==> src/rtl/u_axil_reg_slave.sv <==
// u_axil_reg_slave: AXI4-Lite slave exposing 16 word registers.
//   0..13 read/write (driven on REG_OUT, strobed on WR_PULSE),
//   14 read-only live STATUS_IN, 15 read-only C_ID.
// Optional feature macro: AXIL_SLV_WSTRB_EN (byte-strobe merging on writes;
// when undefined the full word is written and WSTRB is ignored).
//
// Handshake semantics: a transfer on any channel happens on the rising edge
// where VALID and READY are both high; VALID/payload are held by the source
// until then. AW and W each land in a one-entry holding slot; the write
// commits on the edge at which both slots are (or become) full, which is also
// the edge that raises BVALID. No new AW/W is taken while BVALID is high.
`timescale 1ns/1ps
module u_axil_reg_slave #(
    parameter int          C_S_AXI_DATA_WIDTH = 32,
    parameter int          C_S_AXI_ADDR_WIDTH = 6,
    parameter logic [31:0] C_ID               = 32'h0A55_0001
) (
    input  logic                              S_AXI_ACLK,
    input  logic                              S_AXI_ARESETN,
    input  logic [C_S_AXI_ADDR_WIDTH-1:0]     S_AXI_AWADDR,
    input  logic [2:0]                        S_AXI_AWPROT,
    input  logic                              S_AXI_AWVALID,
    output logic                              S_AXI_AWREADY,
    input  logic [C_S_AXI_DATA_WIDTH-1:0]     S_AXI_WDATA,
    input  logic [C_S_AXI_DATA_WIDTH/8-1:0]   S_AXI_WSTRB,
    input  logic                              S_AXI_WVALID,
    output logic                              S_AXI_WREADY,
    output logic [1:0]                        S_AXI_BRESP,
    output logic                              S_AXI_BVALID,
    input  logic                              S_AXI_BREADY,
    input  logic [C_S_AXI_ADDR_WIDTH-1:0]     S_AXI_ARADDR,
    input  logic [2:0]                        S_AXI_ARPROT,
    input  logic                              S_AXI_ARVALID,
    output logic                              S_AXI_ARREADY,
    output logic [C_S_AXI_DATA_WIDTH-1:0]     S_AXI_RDATA,
    output logic [1:0]                        S_AXI_RRESP,
    output logic                              S_AXI_RVALID,
    input  logic                              S_AXI_RREADY,
    input  logic [C_S_AXI_DATA_WIDTH-1:0]     STATUS_IN,
    output logic [14*C_S_AXI_DATA_WIDTH-1:0]  REG_OUT,
    output logic [13:0]                       WR_PULSE
);
    localparam int DW   = C_S_AXI_DATA_WIDTH;
    localparam int SW   = DW / 8;
    localparam int NREG = 14;
    localparam logic [NREG-1:0] ONE_HOT0 = NREG'(1);

    // Registered state
    logic          r_init;
    logic          r_aw_full;
    logic [3:0]    r_aw_idx;
    logic          r_w_full;
    logic [DW-1:0] r_w_data;
    logic [SW-1:0] r_w_strb;
    logic          r_bvalid;
    logic [1:0]    r_bresp;
    logic [13:0]   r_wr_pulse;
    logic [DW-1:0] r_regs [0:NREG-1];
    logic          r_rvalid;
    logic [DW-1:0] r_rdata;

    // Combinational helpers
    logic          w_awready;
    logic          w_wready;
    logic          w_arready;
    logic          w_aw_hs;
    logic          w_w_hs;
    logic          w_ar_hs;
    logic          w_commit;
    logic [3:0]    w_cm_idx;
    logic [DW-1:0] w_cm_data;
    logic [SW-1:0] w_cm_strb;
    logic          w_cm_ok;
    logic [DW-1:0] w_wr_word;
    logic [3:0]    w_ar_idx;
    logic [DW-1:0] w_rd_sel;
    logic          w_unused;

    // Readies stay low until the first edge after reset release (r_init).
    assign w_awready = r_init & ~r_aw_full & ~r_bvalid;
    assign w_wready  = r_init & ~r_w_full  & ~r_bvalid;
    assign w_arready = r_init & ~r_rvalid;

    assign w_aw_hs  = S_AXI_AWVALID & w_awready;
    assign w_w_hs   = S_AXI_WVALID  & w_wready;
    assign w_ar_hs  = S_AXI_ARVALID & w_arready;

    // Commit as soon as both halves are available, held or arriving now.
    assign w_commit  = (r_aw_full | w_aw_hs) & (r_w_full | w_w_hs);
    assign w_cm_idx  = r_aw_full ? r_aw_idx : S_AXI_AWADDR[5:2];
    assign w_cm_data = r_w_full  ? r_w_data : S_AXI_WDATA;
    assign w_cm_strb = r_w_full  ? r_w_strb : S_AXI_WSTRB;
    assign w_cm_ok   = (w_cm_idx < 4'd14);
    assign w_ar_idx  = S_AXI_ARADDR[5:2];

`ifdef AXIL_SLV_WSTRB_EN
    logic [DW-1:0] w_cm_old;

    // Current contents of the write target, base for the byte merge.
    always_comb begin
        w_cm_old = '0;
        for (int i = 0; i < NREG; i++) begin
            if (w_cm_idx == 4'(i)) w_cm_old = r_regs[i];
        end
    end

    // Replace only the strobed bytes.
    always_comb begin
        w_wr_word = w_cm_old;
        for (int b = 0; b < SW; b++) begin
            if (w_cm_strb[b]) w_wr_word[8*b +: 8] = w_cm_data[8*b +: 8];
        end
    end
`else
    assign w_wr_word = w_cm_data;
`endif

    // Read mux: RW bank, live status, constant ID.
    always_comb begin
        w_rd_sel = '0;
        if (w_ar_idx == 4'd15) begin
            w_rd_sel = DW'(C_ID);
        end else if (w_ar_idx == 4'd14) begin
            w_rd_sel = STATUS_IN;
        end else begin
            for (int i = 0; i < NREG; i++) begin
                if (w_ar_idx == 4'(i)) w_rd_sel = r_regs[i];
            end
        end
    end

    // Marks the first edge after reset release; gates all readies.
    always_ff @(posedge S_AXI_ACLK or negedge S_AXI_ARESETN) begin
        if (!S_AXI_ARESETN) r_init <= 1'b0;
        else                r_init <= 1'b1;
    end

    // AW/W holding slots: fill on handshake, empty on commit.
    always_ff @(posedge S_AXI_ACLK or negedge S_AXI_ARESETN) begin
        if (!S_AXI_ARESETN) begin
            r_aw_full <= 1'b0;
            r_aw_idx  <= '0;
            r_w_full  <= 1'b0;
            r_w_data  <= '0;
            r_w_strb  <= '0;
        end else if (w_commit) begin
            r_aw_full <= 1'b0;
            r_w_full  <= 1'b0;
        end else begin
            if (w_aw_hs) begin
                r_aw_full <= 1'b1;
                r_aw_idx  <= S_AXI_AWADDR[5:2];
            end
            if (w_w_hs) begin
                r_w_full <= 1'b1;
                r_w_data <= S_AXI_WDATA;
                r_w_strb <= S_AXI_WSTRB;
            end
        end
    end

    // Write response: raised at commit, held until accepted.
    always_ff @(posedge S_AXI_ACLK or negedge S_AXI_ARESETN) begin
        if (!S_AXI_ARESETN) begin
            r_bvalid <= 1'b0;
            r_bresp  <= 2'b00;
        end else if (w_commit) begin
            r_bvalid <= 1'b1;
            r_bresp  <= w_cm_ok ? 2'b00 : 2'b10;
        end else if (r_bvalid && S_AXI_BREADY) begin
            r_bvalid <= 1'b0;
        end
    end

    // Per-register strobe, aligned with the first BVALID cycle.
    always_ff @(posedge S_AXI_ACLK or negedge S_AXI_ARESETN) begin
        if (!S_AXI_ARESETN)            r_wr_pulse <= '0;
        else if (w_commit && w_cm_ok)  r_wr_pulse <= ONE_HOT0 << w_cm_idx;
        else                           r_wr_pulse <= '0;
    end

    // Read/write register bank; read-only indices never update.
    always_ff @(posedge S_AXI_ACLK or negedge S_AXI_ARESETN) begin
        if (!S_AXI_ARESETN) begin
            for (int i = 0; i < NREG; i++) r_regs[i] <= '0;
        end else begin
            for (int i = 0; i < NREG; i++) begin
                if (w_commit && w_cm_ok && (w_cm_idx == 4'(i))) r_regs[i] <= w_wr_word;
            end
        end
    end

    // Read data: captured at the AR handshake (pre-write value), held until taken.
    always_ff @(posedge S_AXI_ACLK or negedge S_AXI_ARESETN) begin
        if (!S_AXI_ARESETN) begin
            r_rvalid <= 1'b0;
            r_rdata  <= '0;
        end else if (w_ar_hs) begin
            r_rvalid <= 1'b1;
            r_rdata  <= w_rd_sel;
        end else if (r_rvalid && S_AXI_RREADY) begin
            r_rvalid <= 1'b0;
        end
    end

    genvar g;
    generate
        for (g = 0; g < NREG; g++) begin : g_reg_out
            assign REG_OUT[g*DW +: DW] = r_regs[g];
        end
    endgenerate

    assign S_AXI_AWREADY = w_awready;
    assign S_AXI_WREADY  = w_wready;
    assign S_AXI_BVALID  = r_bvalid;
    assign S_AXI_BRESP   = r_bresp;
    assign S_AXI_ARREADY = w_arready;
    assign S_AXI_RVALID  = r_rvalid;
    assign S_AXI_RDATA   = r_rdata;
    assign S_AXI_RRESP   = 2'b00;
    assign WR_PULSE      = r_wr_pulse;

    // Address byte-offset bits, PROT fields and (in full-word mode) strobes carry no meaning here.
    assign w_unused = &{1'b0, S_AXI_AWADDR[1:0], S_AXI_ARADDR[1:0],
                        S_AXI_AWPROT, S_AXI_ARPROT, w_cm_strb};

endmodule

==> config.mk <==
export PLATFORM = sky130hd
export DESIGN_NAME = u_axil_reg_slave
export DESIGN_NICKNAME = d
export VERILOG_FILES = /design/src/rtl/u_axil_reg_slave.sv
export SDC_FILE = /design/constraint.sdc
export NUM_CORES = 1
export LEC_CHECK = 0
export ABC_AREA = 1
export CAP_MARGIN = 10
export CELL_PAD_IN_SITES_DETAIL_PLACEMENT = 1
export CELL_PAD_IN_SITES_GLOBAL_PLACEMENT = 2
export CORE_ASPECT_RATIO = 1.5
export CORE_MARGIN = 2
export CORE_UTILIZATION = 28
export DETAILED_ROUTE_END_ITERATION = 8
export PLACE_DENSITY = 0.89
export SLEW_MARGIN = 30
export SYNTH_ARGS = -nofsm -noshare
export SYNTH_HDL_FRONTEND = slang
export SYNTH_SLANG_ARGS = --single-unit
export TNS_END_PERCENT = 5
==> constraint.sdc <==
create_clock -name S_AXI_ACLK -period 2.2 [get_ports S_AXI_ACLK]
set_input_delay 0.44 -clock S_AXI_ACLK [delete_from_list [all_inputs] [get_ports S_AXI_ACLK]]
set_output_delay 0.44 -clock S_AXI_ACLK [all_outputs]
set_load 0.02 [all_outputs]
==> flow_metrics.tcl <==
set metrics [dict create \
    timing.max_cap.violations 0 \
    p_leak_nw 16.7 \
    finalPower_mw 51.4 \
    critPathTopFamily "buffers and inverters" \
    dieArea_mm2 0.0882 \
    clockBufferDepth 3 \
    htreeDepth 2 \
    powerDensity_mw_per_mm2 1440 \
    clk_pin_slew_ns 0.06 \
    setup_violations 0 \
    fillers 9943 \
    arrival_ns 1.73 \
    hold_viol 0 \
    track_usage 0.254 \
    hold_class "in2async" \
    start_util 0.282 \
    num_vias 24100 \
    synth_top_area_share 0.559 \
    ff2ff_path_depth 11 \
    first_global_vias 24400 \
    worst-setup-path-type "reg2out" \
    coreArea_mm2 0.0851 \
    cts-root-buf "clkbuf_16" \
    slew_headroom 0.629 \
    nNetsFinal 3834 \
    drtIter0Drc 1652 \
    totalWireLength_um 119000 \
    antenna_cells 0 \
    fmax_mhz 460 \
    hpwl_um 89400 \
    drv_slew 0 \
    port_buffers 578 \
    setup_ws_ns 0.0252 \
    cts_tree "done" \
    min_period_over_period 0.989 \
    power.share.combinational 0.456 \
    via_per_inst 4.90 \
    cp.required_ns 1.76 \
    layout-drive-gt1-share 0.119 \
    cp_slowest_cell "clkdlybuf4s50_1" \
    r2r-end "REG_OUT[28]$_DFFE_PN0P_" \
    avgRoutedWirePerCell_um 24.1 \
    slowest_delay_ns 0.71 \
    worst_slew_pin_slew_ns 0.553 \
    clock_latency_ns 0.64 \
    die_y_um 363 \
    pwr-share-clk 0.197 \
    post-route-drc-count 0 \
    post-place-ws_ns -0.607 \
    vdd_ir_drop_max_uv 652 \
    finalCriticalPeriod_ns 2.17 \
    firstDrtPassIters 6 \
    p_switching_mw 22.1 \
    gr-total-overflow 0 \
    ys_ff_latch 536 \
    seqCellArea_mm2 0.0134 \
    critPathBufInv 1 \
    status "finished clean" \
    netlist_area_mm2 0.0240 \
    cts.sinks 536 \
    internal-power_mw 29.3 \
    crit_chain "clkdlybuf4s50_1" \
    yosysSeqAreaShare 0.559 \
    worst-path-max-fanout 3 \
    ys_types 28 \
    ios 596 \
    syn_to_final_growth_pct 48.7 \
    yosys_warnings 0 \
    fin_skew_ns 0.0228 \
    swShare 0.430 \
    synth_area_leaders "dfrtp_1 (56%), nand2_1 (11%), nor2_1 (7.0%)" \
    post-synth-top-area-cell "dfrtp_1" \
    rsz0062_at_grt "true" \
    cts_made_buffers 55 \
    critical_path.startpoint_type "register" \
    gp_congestion 0.903 \
    syn_avg_cell_area_um2 8.04 \
    die_w_um 243 \
    syn_inst 2987 \
    num_rows 131 \
    seqPwrFrac 0.347 \
    antenna_left 0 \
    multi_input_area_mm2 0.00873 \
    rr_startpoint "r_aw_full$_DFFE_PN0P_" \
    r2r_slack_ns 0.03 \
    grt_max_degree 91 \
    worstSetupEndpointType "primary output" \
    grt_first_pass_wirelength_um 167000 \
    post-route-util 0.420 \
    antenna_found_initial 1 \
]
-- routing by layer --
layer | GRT usage | share of wire
met5 | 0 | 0
met4 | 0.103 | 0.044
met3 | 0.0516 | 0.065
met2 | 0.400 | 0.46
met1 | 0.342 | 0.43
-- sequential cells by signal, summed over array words and instances (netlist names), 4 cells and up --
| register | cells |
|---|---|
| REG_OUT | 448 |
| S_AXI_RDATA | 32 |
| r_w_data | 32 |
| WR_PULSE | 14 |
| r_aw_idx | 4 |
-- worst max-delay path by stage --
stage                                  start                           to  slack [ns]  cells past startpoint
floorplan           S_AXI_BVALID$_DFFE_PN0P_     REG_OUT[406]$_DFFE_PN0P_        0.07                     14
global placement             S_AXI_ARADDR[5]  S_AXI_RDATA[29]$_DFFE_PN0P_       -0.61                     16
detailed placement           S_AXI_ARADDR[4]  S_AXI_RDATA[29]$_DFFE_PN0P_       -0.61                     15
CTS                     r_w_full$_DFFE_PN0P_     REG_OUT[301]$_DFFE_PN0P_      -0.007                     13
global route           r_aw_full$_DFFE_PN0P_      REG_OUT[31]$_DFFE_PN0P_       -0.06                     11
finish              REG_OUT[415]$_DFFE_PN0P_                 REG_OUT[415]        0.03                      1
-- area by class of cell --
class                           count  share of cell area
Timing Repair Buffer              868               0.253
Clock buffer                       80              0.0448
Multi-Input combinational cell   1961               0.244
Clock inverter                     23             0.00876
Tap cell                         1130              0.0396
Inverter                          319              0.0337
Sequential cell                   536               0.376
-- placed cells by master, fill, tap and decap left out, types with 6 or more instances in the layout --
master and count:
nand2_1 731, dfrtp_1 533, clkdlybuf4s50_1 519, nor2_1 421, a21oi_1 297, inv_1 294
o21ai_0 266, buf_4 205, nand4_1 79, nand3_1 73, clkbuf_16 67, buf_12 62
dlygate4sd2_1 42, o21ai_1 32, nor2_4 20, dlymetal6s2s_1 14, nor2_2 13, clkbuf_8 13
clkinv_1 12, inv_2 12, clkbuf_1 12, clkinv_2 9, bufinv_16 7, buf_6 6
-- cells in the mapped netlist, drive strengths merged --
master	count
or2	4
clkbuf	70
buf	103
nor2	454
dfrtp	536
clkinv	13
mux2	4
o211ai	1
conb	2
nor3	2
o21ai	300
a21oi	298
nand2	736
inv	306
nand4	79
nand3	77
a21boi	2
-- power by group through the flow --
stage / combinational (mW) / sequential [mW] / clock (mW)
global route: 25.1 / 18.3 / 10.7
global placement: 23.0 / 17.8 / 0
finish: 23.5 / 17.8 / 10.2
CTS: 23.4 / 17.8 / 10.3
floorplan: 5.68 / 21.2 / 0
detailed placement: 23.5 / 17.9 / 0
-- through the flow --
step / cell area [µm²] / hold WS (ns) / TNS (ns) / cells
2_1_floorplan: 24000 / 0.144 / 0 / 2989
3_3_place_gp: 33300 / 0.246 / -98.85 / 4794
3_5_place_dp: 33300 / 0.246 / -128.60 / 4794
4_1_cts: 35100 / 0.178 / -0.00680 / 4898
5_1_grt: 35700 / 0.201 / -1.38 / 4917
6_report: 35700 / 0.211 / 0 / 4917
-- kinds of logic (layout without fill, tap and decap cells) --
kind of cell           count (synthesis)  count (layout)  share of synthesized area
and+or+nand+nor                     1352            1352                      0.226
AOI/OAI and AO/OA                    601             601                      0.126
DFF                                  536             536                      0.559
buffers and inverters                492            1290                     0.0877
muxes                                  4               4                    0.00188
other                                  2               4                   0.000313
-- timing repair --
| item | 4_1_cts | 5_1_grt |
|---|---|---|
| endpoints found under the setup margin | 266 | 428 |
| gates cloned | 0 | 12 |
| gates resized for setup | 51 | 52 |
| hold buffers | 1 | 0 |
| pin swaps | 1 | 13 |
| setup buffers | 0 | 7 |
| hold endpoints to repair | 156 | 0 |
(Power assumes the default switching activity.)
